## config.mk

```make
export PLATFORM = sky130hd
export DESIGN_NAME = regfile_write_arbiter
export DESIGN_NICKNAME = d
export VERILOG_FILES = /design/src/rtl/regfile_write_arbiter.sv
export SDC_FILE = /design/constraint.sdc
export NUM_CORES = 1
export LEC_CHECK = 0
export BUFFER_PORTS_ARGS = -buffer_cell sky130_fd_sc_hd__buf_4
export CORE_MARGIN = 1.5
export CORE_UTILIZATION = 29
export CTS_CLUSTER_SIZE = 25
export DETAILED_ROUTE_END_ITERATION = 12
export HOLD_SLACK_MARGIN = 0.03
export SKIP_LAST_GASP = 1
export SYNTH_ARGS = -nofsm -noshare
export SYNTH_HDL_FRONTEND = slang
export SYNTH_SLANG_ARGS = --single-unit
```

## constraint.sdc

```tcl
create_clock -name clk -period 2.55 [get_ports clk]
set_input_delay 0.1275 -clock clk [delete_from_list [all_inputs] [get_ports clk]]
set_output_delay 0.1275 -clock clk [all_outputs]
set_load 0.01 [all_outputs]
```

## src/rtl/regfile_write_arbiter.sv

```systemverilog
// Write-port arbiter for the 4x8 register file: ALU (port 0) and load unit (port 1)
// share one write port, with a pending-write scoreboard for decode read stalls.
module regfile_write_arbiter #(
  parameter bit RR_EN = 1'b1,
  parameter int CNT_W = 8
) (
  input  logic             clk,
  input  logic             reset,
  input  logic             alu_valid,
  input  logic [1:0]       alu_reg,
  input  logic [7:0]       alu_value,
  output logic             alu_ready,
  input  logic             mem_valid,
  input  logic [1:0]       mem_reg,
  input  logic [7:0]       mem_value,
  output logic             mem_ready,
  input  logic             alloc_en,
  input  logic [1:0]       alloc_reg,
  output logic             rf_write_en,
  output logic [1:0]       rf_write_reg,
  output logic [7:0]       rf_write_value,
  output logic [3:0]       busy,
  output logic             alloc_err,
  output logic [CNT_W-1:0] write_count
);

  // Handshake: a transfer happens on any cycle where valid && ready. A requester
  // holds valid/reg/value stable until ready; ready is combinational from the
  // valids and registered state, and there is no buffering, so the loser stalls.

  logic       last_grant;  // 0 = ALU, 1 = MEM
  logic       grant_alu;
  logic       grant_mem;
  logic [3:0] clr_mask;
  logic [3:0] set_mask;
  logic       alloc_conflict;

  always_comb begin
    grant_alu = 1'b0;
    grant_mem = 1'b0;
    if (!reset) begin
      if (alu_valid && mem_valid) begin
        if (RR_EN) begin
          grant_alu = last_grant;
          grant_mem = ~last_grant;
        end else begin
          grant_alu = 1'b1;
        end
      end else begin
        grant_alu = alu_valid;
        grant_mem = mem_valid;
      end
    end
  end

  assign alu_ready   = grant_alu;
  assign mem_ready   = grant_mem;
  assign rf_write_en = grant_alu | grant_mem;

  // Data path is forced to zero with no grant so nothing undriven reaches the file.
  always_comb begin
    rf_write_reg   = 2'd0;
    rf_write_value = 8'd0;
    if (grant_alu) begin
      rf_write_reg   = alu_reg;
      rf_write_value = alu_value;
    end else if (grant_mem) begin
      rf_write_reg   = mem_reg;
      rf_write_value = mem_value;
    end
  end

  always_comb begin
    clr_mask = 4'd0;
    set_mask = 4'd0;
    if (rf_write_en) clr_mask = 4'b0001 << rf_write_reg;
    if (alloc_en)    set_mask = 4'b0001 << alloc_reg;
  end

  // Allocating a register whose pending write retires this same cycle is legal.
  assign alloc_conflict = alloc_en && busy[alloc_reg] &&
                          !(rf_write_en && (rf_write_reg == alloc_reg));

  always_ff @(posedge clk or posedge reset) begin
    if (reset) begin
      busy        <= 4'd0;
      alloc_err   <= 1'b0;
      write_count <= '0;
      last_grant  <= 1'b1;
    end else begin
      busy <= (busy & ~clr_mask) | set_mask;
      if (alloc_conflict) alloc_err <= 1'b1;
      if (rf_write_en) begin
        write_count <= write_count + CNT_W'(1);
        last_grant  <= grant_mem;
      end
    end
  end

endmodule

```

==> Word level (Yosys, flattened, before mapping) <==
Cells that the tools add are included.
{ "word_totals": {"register_bits": 14, "input_bits": 27} }
{ "classes": {"addsub": 1, "magnitude_cmp": 1, "eq_ne": 1, "shifts": 2, "muxes": 12, "n_bitwise": 5, "reduce_logical": 5} }
{ "op_table": {"columns": ["operator", "n"], "rows": [
  ["$mux W8", 2],
  ["$add A8 B1 Y8 const B", 1],
  ["$mux W4", 2],
  ["$shl A1 B2 Y4 const A", 2],
  ["$mux W1", 5],
  ["$and A4 B4 Y4", 1],
  ["$logic_and A1 B1 Y1", 4],
  ["$mux W2", 2],
  ["$not A4 Y4", 1],
  ["$or A4 B4 Y4", 1],
  ["$lt A2 B3 Y1 const B", 1],
  ["$bmux W1 S2", 1],
  ["$eq A2 B2 Y1", 1],
  ["$logic_not A1 Y1", 1],
  ["$not A1 Y1", 1],
  ["$or A1 B1 Y1", 1]
]} }

==> Logic depth before layout (Yosys ltp) <==
{ "depth": {"word_depth": 10, "ltp_mapped": 6, "depth_no_buf": 6} }

==> Worst setup path before layout <==
No wires, ideal clock.
{ "synth_path": {"path_kind": "register to register", "start": "register last_grant", "end": "register busy[3]", "setup_ps": 122, "arrival_time_ps": 1460, "t_required_ps": 2428, "path_slack_ps": 968, "path_stages_with_launch": 7, "path_buffers": 0, "synth_period_minus_slack_ps": 1582, "path_cell_list": "dfstp_2 > nor2b_4 > nor3b_4 > a22oi_4 > inv_4 > nand2_2 > a32o_1"} }
{ "synth_via": {"elab_cells_between_ends": 13} }
{ "synth_rtl": {"columns": ["element", "line_no", "rtl"], "rows": [
  ["start: declaration", "31", "logic last_grant;"],
  ["start signal: assignment", "95", "last_grant <= grant_mem;"],
  ["$mux W1", "42", "if (alu_valid && mem_valid) begin"],
  ["$mux W1", "41", "if (!reset) begin"],
  ["net alu_ready", "12", "output logic alu_ready,"],
  ["$mux W2", "64", "if (grant_alu) begin"],
  ["net rf_write_reg[0]", "20", "output logic [1:0] rf_write_reg,"],
  ["$shl A1 B2 Y4", "76", "if (rf_write_en) clr_mask = 4'b0001 << rf_write_reg;"],
  ["$mux W4", "76", null],
  ["$not A4 Y4", "91", "busy <= (busy & ~clr_mask) | set_mask;"],
  ["$and A4 B4 Y4", "91", null],
  ["$or A4 B4 Y4", "91", null],
  ["end signal: assignment", "91", null],
  ["end: declaration", "22", "output logic [3:0] busy,"]
]} }
The timed path passes the listed nets, and every way through them passes these cells.
A chain may end at the register's enable or synchronous reset.

==> Worst setup path after layout <==
{ "layout_path": {"start": "register last_grant", "end": "output rf_write_reg[0]"} }
{ "layout_via": {"elab_chain_cells": 5, "elab_cells_between_ends": 7} }
{ "layout_lines": {"columns": ["element", "line_no", "rtl"], "rows": [
  ["$not A1 Y1", "45", "grant_mem = ~last_grant;"],
  ["$mux W1", "42", null],
  ["$mux W1", "41", null],
  ["$mux W2", "67", "end else if (grant_mem) begin"],
  ["$mux W2 (*)", "64", null],
  ["end: declaration", "20", null]
]} }
Every way passes the cells marked *; elsewhere a longest branch is shown, timed or not.

==> impl_metrics.json <==
{
  "outcome": "finished clean",
  "dieArea_um2": 3050,
  "start_util": 0.313,
  "ant_nets": 0,
  "powerDensity_nw_per_um2": 663,
  "yosys_register_bits": 14,
  "drt_iter0_drc": 27,
  "max_freq_mhz": 552,
  "global_route.usage.met3": 0.0632,
  "synthMuxAreaShare": 0.0285,
  "rrSetupSlack_ps": 910,
  "postSynthCellCount": 71,
  "drive_gt1_frac": 0.531,
  "drv_cap": 0,
  "worstHoldStart": "alloc_reg[0]",
  "core_um2": 2520,
  "gp_congestion": 0.851,
  "holdPathStages": 2,
  "synth_compound_area_frac": 0.225,
  "critical_path_class": "reg2out",
  "synth-xor-area-share": 0.0997,
  "dr_total_vias": 784,
  "std_cell_rows": 18,
  "crit_arrival_ps": 1680,
  "timing.rr.start": "last_grant",
  "tightest_slew_ps": 479,
  "cts_setup_buffers": 0,
  "htree_levels": 1,
  "hold_viol_final": 0,
  "skew_ps": 1.17,
  "synthSimpleGateAreaFrac": 0.158,
  "ys_dominant_reg_cell": "dfrtp_1",
  "yosysWarnings": 0,
  "die_w_um": 55.2,
  "power.leakage_nw": 0.641,
  "wirelength_um": 2140,
  "yosysTopAreaCell": "dfrtp_1",
  "gr-max-usage-layer": "met2",
  "rsz0062_at_grt": "false",
  "slew_headroom": 0.680,
  "max-vdd-ir-drop_v": 0.000399,
  "areaGrowthSynthToFinish_pct": 60.3,
  "avgRoutedWirePerCell_um": 13.5,
  "gr-usage-met1": 0.177,
  "setup_tns_ps": 0,
  "hold-path-endpoint": "busy[0]",
  "cts_tree": "done",
  "drtPass1Iterations": 5,
  "nets": 157,
  "path_max_fanout": 10,
  "yosys-top-cells-area": "dfrtp_1 41%, a22o_1 8.9%, xnor2_1 8.9%",
  "cts_buffers": 3,
  "clockBufferDepth": 2,
  "cts_sinks": 14,
  "clk_pin_slew_ps": 90,
  "synth_adder_area_share": 0.0158,
  "n_antenna_cell": 0,
  "synth_edf_count": 0,
  "cp-end-kind": "output port",
  "critPathLaunchType": "register",
  "min_period_ps": 1810,
  "synth_top_family_by_area": "compound AO/OA/AOI/OAI gates",
  "use_met2": 0.223,
  "required_ps": 2420,
  "nFillCells": 232,
  "grt.total_usage": 0.138,
  "clk_latency_ps": 280,
  "grt_max_degree": 12,
  "syn_nets": 99,
  "synth_area_um2": 791,
  "dp_cells": 153,
  "grt_pass1_vias": 731,
  "syn_avg_cell_area_um2": 11.1,
  "setup_viol": 0,
  "grt_first_pass_wirelength_um": 3430,
  "hpwl_um": 1730,
  "via_per_inst": 4.96,
  "grt.overflow.total": 0,
  "ff2ff_path_depth": 6,
  "finalCritPeriodShare": 0.710,
  "hp-class": "in2reg",
  "fp.dieH_um": 55.2,
  "io_pins": 53,
  "drc": 0,
  "drv_slew": 0,
  "synth_cell_type_count": 32,
  "ctsRootBufferMaster": "clkbuf_4",
  "grt_antenna_before_repair": 0,
  "port_buffers": 52,
  "r2r-end": "busy[3]",
  "yosysTopAreaCellShare": 0.411,
  "async_reset_ff_frac": 1.00,
  "ys_seq_area_frac": 0.445,
  "fin_cells": 158
}
==> power by group <==
part	switching (mW)	internal (mW)	total, mW
sequential	0.0705	0.284	0.354
clock	0.0726	0.0868	0.159
combinational	0.138	0.189	0.327
==> flip-flops by register name (all words and copies together), names as in the netlist <==
signal / count
busy: 4
alloc_err: 1
write_count: 8
last_grant: 1
==> per-stage QoR <==
stage	hold slack [ps]	setup WS [ps]	cell area (µm²)	power (mW)	utilization
2_1_floorplan	39.4	968	791	0.506	-
3_3_place_gp	106	980	1220	0.681	0.484
3_5_place_dp	102	905	1220	0.687	0.484
4_1_cts	46.5	716	1270	0.854	0.502
5_1_grt	61.8	642	1270	0.897	0.502
6_report	53.9	740	1270	0.841	0.502
==> per-layer routing <==
layer / wire (µm) / share of wire
met1: 918 / 0.43
met3: 221 / 0.10
met2: 998 / 0.47
met5: 0 / 0
met4: 0 / 0
==> final cells by class <==
cell class              count  area (µm²)  share of cell area
inverters                   4        17.5              0.0138
multi-input cells          52         417               0.329
well taps                  30        37.5              0.0296
clock buffers               4        36.3              0.0286
repair buffers             54         408               0.322
flip-flops and latches     14         352               0.277
==> cells in the final DEF, fill, tap and decap left out <==
master,count
nor2_2,1
clkbuf_8,1
o21ai_2,1
nand4_1,2
ha_1,1
nor2_1,1
a22oi_4,1
nor3_1,1
a32o_1,2
a21o_2,1
nand2_2,1
a2bb2oi_1,1
inv_4,1
a21oi_1,2
inv_1,3
dlygate4sd3_1,1
nand2_1,6
and3_1,1
a21boi_1,1
mux4_2,1
dfrtp_1,13
nor3b_4,1
dfstp_2,1
a22o_1,8
o21ai_0,1
nand3_1,3
xnor2_1,8
nor2b_4,1
and2_4,1
o21ai_1,2
xor2_1,1
buf_4,53
o31ai_1,1
clkbuf_4,3
nand2b_1,1
==> worst max-delay path, stage by stage, from the launching register on <==
cell and delay (ps):
dfstp_2 570, nor2b_4 50, nor3b_4 430, a22oi_4 140, inv_4 100, buf_4 120
==> logic make-up (layout without fill, tap and decap cells) <==
group	count (synthesis)	count (layout)
XOR/XNOR	9	9
buffers and inverters	5	62
multiplexers	1	1
AO/OA/AOI/OAI	21	21
AND/OR/NAND/NOR	20	20
flip-flops	14	14
adder cells (fa/ha/maj)	1	1
==> worst max path at each step <==
| stage | start | to | slack [ps] | depth (start not counted) |
|---|---|---|---|---|
| floorplan | last_grant | busy[3] | 970 | 6 |
| global placement | last_grant | busy[3] | 980 | 6 |
| detailed placement | last_grant | busy[3] | 900 | 6 |
| CTS | last_grant | rf_write_reg[0] | 720 | 5 |
| global route | last_grant | rf_write_reg[0] | 640 | 5 |
| finish | last_grant | rf_write_reg[0] | 740 | 5 |
==> timing repair <==
action / in CTS / in global routing
gates resized for setup: 0 / 0
hold buffers: 1 / 0
endpoints found under the hold margin: 3 / 0
==> cell usage after synthesis (all sizes together) (2+ instances only) <==
cell    n
a32o    2
nand2   7
xnor2   8
nand4   2
a21oi   2
o21ai   4
nor2    2
inv     4
nand3   3
dfrtp  13
a22o    8
No activity file was read; power rests on OpenSTA's default activity.
